--- config.mk ---
export PLATFORM = sky130hd
export DESIGN_NAME = spi_regfile
export DESIGN_NICKNAME = d
export VERILOG_FILES = /design/src/rtl/spi_pkg.sv /design/src/rtl/spi_sync_edge.sv /design/src/rtl/spi_regfile.sv
export SDC_FILE = /design/constraint.sdc
export NUM_CORES = 1
export LEC_CHECK = 0
export ABC_AREA = 1
export CAP_MARGIN = 40
export CORE_MARGIN = 3
export CORE_UTILIZATION = 55
export DETAILED_ROUTE_END_ITERATION = 8
export HOLD_SLACK_MARGIN = 0.1
export PLACE_DENSITY = 0.92
export REMOVE_ABC_BUFFERS = 1
export SLEW_MARGIN = 20
export SYNTH_ARGS = -nofsm -noshare
export SYNTH_HDL_FRONTEND = slang
export SYNTH_SLANG_ARGS = --single-unit
--- constraint.sdc ---
create_clock -name clk -period 9.1 [get_ports clk]
set_input_delay 1.82 -clock clk [delete_from_list [all_inputs] [get_ports clk]]
set_output_delay 1.82 -clock clk [all_outputs]
set_load 0.02 [all_outputs]
--- src/rtl/spi_pkg.sv ---
// Shared definitions for the SPI configuration-register block.
//   state_t   : frame-decoder FSM states
//   RW_WRITE / RW_READ : value of the leading R/W bit of a frame
//   frame_len : total sclk rising edges in one frame (R/W + address + data)
package spi_pkg;

  typedef enum logic [2:0] {
    IDLE = 3'd0,
    CMD  = 3'd1,
    ADDR = 3'd2,
    DATA = 3'd3,
    DONE = 3'd4
  } state_t;

  localparam logic RW_WRITE = 1'b1;
  localparam logic RW_READ  = 1'b0;

  function automatic int frame_len(input int addr_w, input int data_w);
    return 1 + addr_w + data_w;
  endfunction

endpackage

--- src/rtl/spi_sync_edge.sv ---
// Brings one asynchronous pin into the clk domain and flags its edges.
//   clk, rst : system clock, asynchronous active-high reset
//   pin      : asynchronous input
//   rise     : one-cycle pulse after a synchronised 0->1 transition
//   fall     : one-cycle pulse after a synchronised 1->0 transition
module spi_sync_edge #(
  parameter int SYNC_STAGES = 2
) (
  input  logic clk,
  input  logic rst,
  input  logic pin,
  output logic rise,
  output logic fall
);

  logic [SYNC_STAGES-1:0] sync_q;
  logic                   prev_q;

  // NOTE: clocked state is always assigned with <= so every flop samples
  // the pre-edge value of its neighbour; = here would collapse the chain.
  always_ff @(posedge clk or posedge rst) begin
    if (rst) begin
      sync_q <= '0;
      prev_q <= 1'b0;
    end else begin
      sync_q <= {sync_q[SYNC_STAGES-2:0], pin};
      prev_q <= sync_q[SYNC_STAGES-1];
    end
  end

  assign rise = sync_q[SYNC_STAGES-1] & ~prev_q;
  assign fall = ~sync_q[SYNC_STAGES-1] & prev_q;

endmodule

--- src/rtl/spi_regfile.sv ---
// SPI mode-0 peripheral fronting a bank of configuration registers.
// Frame (MSB first, sampled on sclk rising edges): R/W bit (1 = write),
// ADDR_W address bits, DATA_W data bits. Writes commit when ncs rises after
// a complete frame; reads return the register MSB first on cipo.
//   clk, rst  : system clock, asynchronous active-high reset
//   sclk, copi, ncs : SPI pins, asynchronous to clk
//   cipo, cipo_oe   : read data and its output enable
//   regs      : flattened registers, reg i at [i*DATA_W +: DATA_W]
//   wr_strobe : one-cycle pulse when a write commits
//   wr_addr   : address of the last committed write
//   err       : sticky out-of-range flag, cleared by a valid write
module spi_regfile
  import spi_pkg::*;
#(
  parameter int                NUM_REGS    = 5,
  parameter int                DATA_W      = 8,
  parameter int                ADDR_W      = 7,
  parameter int                SYNC_STAGES = 2,
  parameter logic [DATA_W-1:0] RESET_VAL   = '0
) (
  input  logic                       clk,
  input  logic                       rst,
  input  logic                       sclk,
  input  logic                       copi,
  input  logic                       ncs,
  output logic                       cipo,
  output logic                       cipo_oe,
  output logic [NUM_REGS*DATA_W-1:0] regs,
  output logic                       wr_strobe,
  output logic [ADDR_W-1:0]          wr_addr,
  output logic                       err
);

  localparam int FRAME_LEN = frame_len(ADDR_W, DATA_W);
  localparam int CNT_W     = $clog2(FRAME_LEN + 1);
  // bit_cnt holds the number of bits already taken in the frame, so these
  // are the counts seen *while* the named bit is being sampled.
  localparam logic [CNT_W-1:0] LAST_ADDR_CNT   = CNT_W'(ADDR_W);
  localparam logic [CNT_W-1:0] LAST_DATA_CNT   = CNT_W'(FRAME_LEN - 1);
  // Shifting starts only once the controller has sampled the data MSB.
  localparam logic [CNT_W-1:0] FIRST_SHIFT_CNT = CNT_W'(ADDR_W + 2);

  logic sclk_rise, sclk_fall, ncs_rise, ncs_fall;
  logic [SYNC_STAGES-1:0] copi_sync_q;
  logic copi_s;

  state_t state, next_state;
  logic [CNT_W-1:0]  bit_cnt;
  logic              rw_q;
  logic [ADDR_W-1:0] addr_q;
  logic [DATA_W-1:0] data_q;
  logic [DATA_W-1:0] shift_q;
  logic [DATA_W-1:0] regs_q [NUM_REGS];

  logic              bit_ok;
  logic [ADDR_W-1:0] addr_next;
  logic              addr_next_ok;
  logic              addr_ok;
  logic [DATA_W-1:0] rd_data;
  logic              commit;

  spi_sync_edge #(.SYNC_STAGES(SYNC_STAGES)) u_sclk_sync (
    .clk  (clk),
    .rst  (rst),
    .pin  (sclk),
    .rise (sclk_rise),
    .fall (sclk_fall)
  );

  spi_sync_edge #(.SYNC_STAGES(SYNC_STAGES)) u_ncs_sync (
    .clk  (clk),
    .rst  (rst),
    .pin  (ncs),
    .rise (ncs_rise),
    .fall (ncs_fall)
  );

  // copi needs no edge detect; its chain matches the sclk chain depth so the
  // data bit lines up with sclk_rise.
  always_ff @(posedge clk or posedge rst) begin
    if (rst) copi_sync_q <= '0;
    else     copi_sync_q <= {copi_sync_q[SYNC_STAGES-2:0], copi};
  end
  assign copi_s = copi_sync_q[SYNC_STAGES-1];

  // A deselect in the same cycle as a clock edge drops that bit.
  assign bit_ok = sclk_rise & ~ncs_rise;

  // Address decode: both the address being completed and the held one.
  always_comb begin
    addr_next    = ADDR_W'({addr_q, copi_s});
    rd_data      = '0;
    addr_next_ok = 1'b0;
    addr_ok      = 1'b0;
    for (int i = 0; i < NUM_REGS; i++) begin
      if (addr_next == ADDR_W'(i)) begin
        rd_data      = regs_q[i];
        addr_next_ok = 1'b1;
      end
      if (addr_q == ADDR_W'(i)) addr_ok = 1'b1;
    end
  end

  assign commit = ncs_rise && (state == DONE) && (rw_q == RW_WRITE) && addr_ok;

  // ---------------- FSM: state register ----------------
  always_ff @(posedge clk or posedge rst) begin
    if (rst) state <= IDLE;
    else     state <= next_state;
  end

  // ---------------- FSM: next state ----------------
  // NOTE: next_state gets a default before any branch; a path that leaves
  // it unassigned would infer a latch.
  always_comb begin
    next_state = state;
    if (ncs_rise) begin
      next_state = IDLE;
    end else begin
      case (state)
        IDLE: if (ncs_fall) next_state = CMD;
        CMD:  if (bit_ok) next_state = ADDR;
        ADDR: if (bit_ok && bit_cnt == LAST_ADDR_CNT) next_state = DATA;
        DATA: if (bit_ok && bit_cnt == LAST_DATA_CNT) next_state = DONE;
        DONE: next_state = DONE;
        default: next_state = IDLE;
      endcase
    end
  end

  // ---------------- FSM: outputs ----------------
  always_comb begin
    cipo_oe = ((state == DATA) || (state == DONE)) && (rw_q == RW_READ);
    cipo    = cipo_oe & shift_q[DATA_W-1];
    regs    = '0;
    for (int i = 0; i < NUM_REGS; i++) regs[i*DATA_W +: DATA_W] = regs_q[i];
  end

  // ---------------- Datapath ----------------
  always_ff @(posedge clk or posedge rst) begin
    if (rst) begin
      bit_cnt   <= '0;
      rw_q      <= RW_READ;
      addr_q    <= '0;
      data_q    <= '0;
      shift_q   <= '0;
      err       <= 1'b0;
      wr_strobe <= 1'b0;
      wr_addr   <= '0;
      // NOTE: the register bank is a handful of flops whose reset value is
      // architecturally visible, so it is reset like any other state.
      for (int i = 0; i < NUM_REGS; i++) regs_q[i] <= RESET_VAL;
    end else begin
      wr_strobe <= commit;

      if (ncs_fall) begin
        bit_cnt <= '0;
      end else if (bit_ok && (state inside {CMD, ADDR, DATA})) begin
        bit_cnt <= bit_cnt + 1'b1;
      end

      if (bit_ok) begin
        case (state)
          CMD:  rw_q <= copi_s;
          ADDR: begin
            addr_q <= addr_next;
            if (bit_cnt == LAST_ADDR_CNT) begin
              if (rw_q == RW_READ) shift_q <= rd_data;  // zero when out of range
              if (!addr_next_ok)   err     <= 1'b1;
            end
          end
          DATA:    data_q <= DATA_W'({data_q, copi_s});
          default: ;
        endcase
      end

      // The falling edge right after the load must keep the MSB on cipo.
      if (sclk_fall && state == DATA && rw_q == RW_READ && bit_cnt >= FIRST_SHIFT_CNT)
        shift_q <= shift_q << 1;

      if (commit) begin
        wr_addr <= addr_q;
        err     <= 1'b0;
        for (int i = 0; i < NUM_REGS; i++)
          if (addr_q == ADDR_W'(i)) regs_q[i] <= data_q;
      end
    end
  end

endmodule

==> results.ini <==
[finish]
drive_gt1_share_pct=8.41
layout_commonest_cell=nand2_1
finish.utilization_pct=69.7
n_fill_cell=542
fin_area_mm2=0.00487
n_antenna_cell=0
layout.nets=528
multi_input_area_mm2=0.00155
area_growth_pct=19.9
register_area_mm2=0.00223
mostFrequentLayoutCells=nand2_1, dfrtp_1, clkdlybuf4s50_1

[power_and_ir_drop]
pwr-share-seq_pct=46.5
p_int_uw=641
switching_power_uw=382
clkPwrFrac_pct=27.5
p_leak_uw=0.00225
combPwrFrac_pct=26.0
max-vdd-ir-drop_uv=104
switching_share_pct=37.3
p_per_area_mw_per_mm2=210

[place]
portBuffers=55
place_hpwl_mm=7.11
gp_congestion=0.903
place_area_mm2=0.00467
post-place-ws_ps=5680

[clock_tree]
cts-root-buf=clkbuf_8
cts_num_sinks=89
cts_hold_buffers=0
cts_resized=0
cts_max_level=3
clkLatencyLatePin_ps=380
clk_path_buf_depth=2
cts_tree=done
clkTransAtPathRegs_ps=90
post-cts-setup-buffers=0
cts_made_buffers=9

[worst_setup_path]
crit_arrival_ps=2010
end_kind=primary output
reg2reg_slack_ps=7090
startpoint_type=flop
critPathMaxFanout=5
critPathKind=flop to primary output
worst_ep_required_time_ps=7280
r2r_cells=9
timing.rr.start=addr_q[1]
reg2reg_to=shift_q[5]

[synth]
ys_warn_count=0
synth_adder_area_share_pct=1.54
synth_top_area_share_pct=54.8
synth_seq_cells=89
synth_compound_area_share_pct=12.7
synthSimpleGateAreaFrac_pct=23.8
synthXorXnorAreaFrac_pct=0
synth_cells=463
synth_top_family_by_area=simple AND/OR/NAND/NOR gates
synth_area_leaders=dfrtp_1, nand2_1, nand3_1
synth_mux_area_share_pct=0
avgSynthCellArea_um2=8.77
synth_area_leader_cell=dfrtp_1
netlist_area_mm2=0.00406
yosysSeqAreaShare_pct=54.8
synth.distinct_cells=29

[detailed_routing]
routed_wl_mm=10.2
route.antenna.remaining_nets=0
vias=3577
first_pass_iters=5
drt-wirelength-per-cell_um=16.4
viasPerCell=5.78
drc=0
drt_iter0_drc=269

[sta]
fin_worst_skew_ps=13.9
setup_tns_ps=0
fmax_ghz=0.261
min_period_ps=3830
fin_ws_ps=5270
finalHoldViolCount=0
tightest_slew_ps=627
rsz0062_at_grt=no
finalSetupViolCount=0
maxSlewViolCount=0
relSlewSlack_pct=58.1
fin_crit_sh_pct=42.1

[die]
start_util_pct=58.2
io_pins=56
die_area_mm2=0.00845
die_w_um=91.9
rows=30
die-height_um=91.9
core_mm2=0.00698

[min_path]
min_delay_path_depth=0
hold_class=flop to flop
hp-start=u_ncs_sync.sync_q[0]
holdPathEnd=u_ncs_sync.sync_q[1]

[global_route]
antenna_found_initial=0
grt_overflow=0
grt_pass1_vias=3527
grt_usage_pct=26.0
grt_max_degree=54
grt_pass1_wl_mm=17.3

[job]
maxCapViolations=0

[status]
status=finished clean

[per-stage QoR]
| step | power, uW | instances | hold slack, ps |
|---|---|---|---|
| final | 1020 | 619 | 368 |
| after floorplan | 660 | 449 | 331 |
| after CTS | 1020 | 619 | 378 |
| after global routing | 1080 | 619 | 379 |
| after detailed placement | 743 | 603 | 347 |
| after global placement | 724 | 602 | 337 |
[final cells by class]
| class | instances | share of cell area [%] |
|---|---|---|
| sequential | 89 | 45.7 |
| multi-input combinational | 313 | 31.7 |
| timing repair buffer | 58 | 12.2 |
| inverter | 47 | 3.75 |
| clock buffer | 10 | 2.62 |
| tap | 96 | 2.47 |
| clock inverter | 6 | 1.49 |
[kinds of logic (layout without fill, tap and decap cells)]
| logic type | after synthesis | after routing |
|---|---|---|
| AOI/OAI and AO/OA | 93 | 93 |
| buffers and inverters | 61 | 121 |
| adders and majority gates | 5 | 5 |
| DFF | 89 | 89 |
| and+or+nand+nor | 215 | 215 |
[state kept, by name, indices dropped and copies added, names as in the netlist]
| register | cells |
|---|---|
| rw_q | 1 |
| shift_q | 8 |
| addr_q | 7 |
| u_sclk_sync.sync_q | 2 |
| data_q | 8 |
| wr_addr | 7 |
| u_ncs_sync.sync_q | 2 |
| u_ncs_sync.prev_q | 1 |
| copi_sync_q | 2 |
| regs | 40 |
| bit_cnt | 5 |
| err | 1 |
| state | 3 |
| u_sclk_sync.prev_q | 1 |
| wr_strobe | 1 |
[worst max path at each step]
| stage | start | endpoint | slack (ps) |
|---|---|---|---|
| 3_5_place_dp | state[2] | cipo | 5680 |
| 6_report | state[2] | cipo | 5270 |
| 5_1_grt | state[2] | cipo | 5110 |
| 4_1_cts | state[2] | cipo | 5260 |
| 2_1_floorplan | rst | addr_q[0] | 4970 |
| 3_3_place_gp | state[2] | cipo | 5760 |
[power groups by stage]
stage / Combinational [uW] / Clock [uW] / Sequential (uW)
after CTS: 263 / 283 / 475
after floorplan: 184 / 0 / 476
after detailed placement: 260 / 0 / 482
after global routing: 299 / 297 / 480
final: 266 / 281 / 476
after global placement: 247 / 0 / 478
[synthesized netlist by cell type]
cell type   n
o21ai_0    36
a211oi_2    1
o21ai_2     9
nor3_1      7
nand2_2     2
clkinv_4    1
buf_6       6
nor3_2      1
nand2_4     5
a2111oi_0   1
nor3b_1     2
o21ai_1    32
a211oi_1    2
a21oi_1    11
clkbuf_1    2
nand4_1     4
nand3_1    52
a31oi_1     1
buf_4       1
nor2_2      3
buf_2       5
inv_2       3
nand2_1    97
ha_1        5
dfrtp_1    89
nor4_1      3
nor2_1     38
nand3b_1    1
inv_1      43
[worst max-delay path, stage by stage (launching register included)]
cell	delay (ps)
dfrtp_1	430
inv_1	110
nand3_1	100
inv_1	110
a21oi_1	70
nor3b_1	190
clkdlybuf4s50_1	630
[per-layer routing]
| metal | vias to the layer above | wire [um] | global-route usage, % |
|---|---|---|---|
| met5 | - | 0 | 0 |
| met3 | 27 | 701 | 5.74 |
| li1 | 1642 | - | - |
| met4 | 0 | 209 | 9.90 |
| met2 | 144 | 5110 | 42.4 |
| met1 | 1764 | 4150 | 34.0 |
Note: power is estimated with default switching activity, not from simulation.
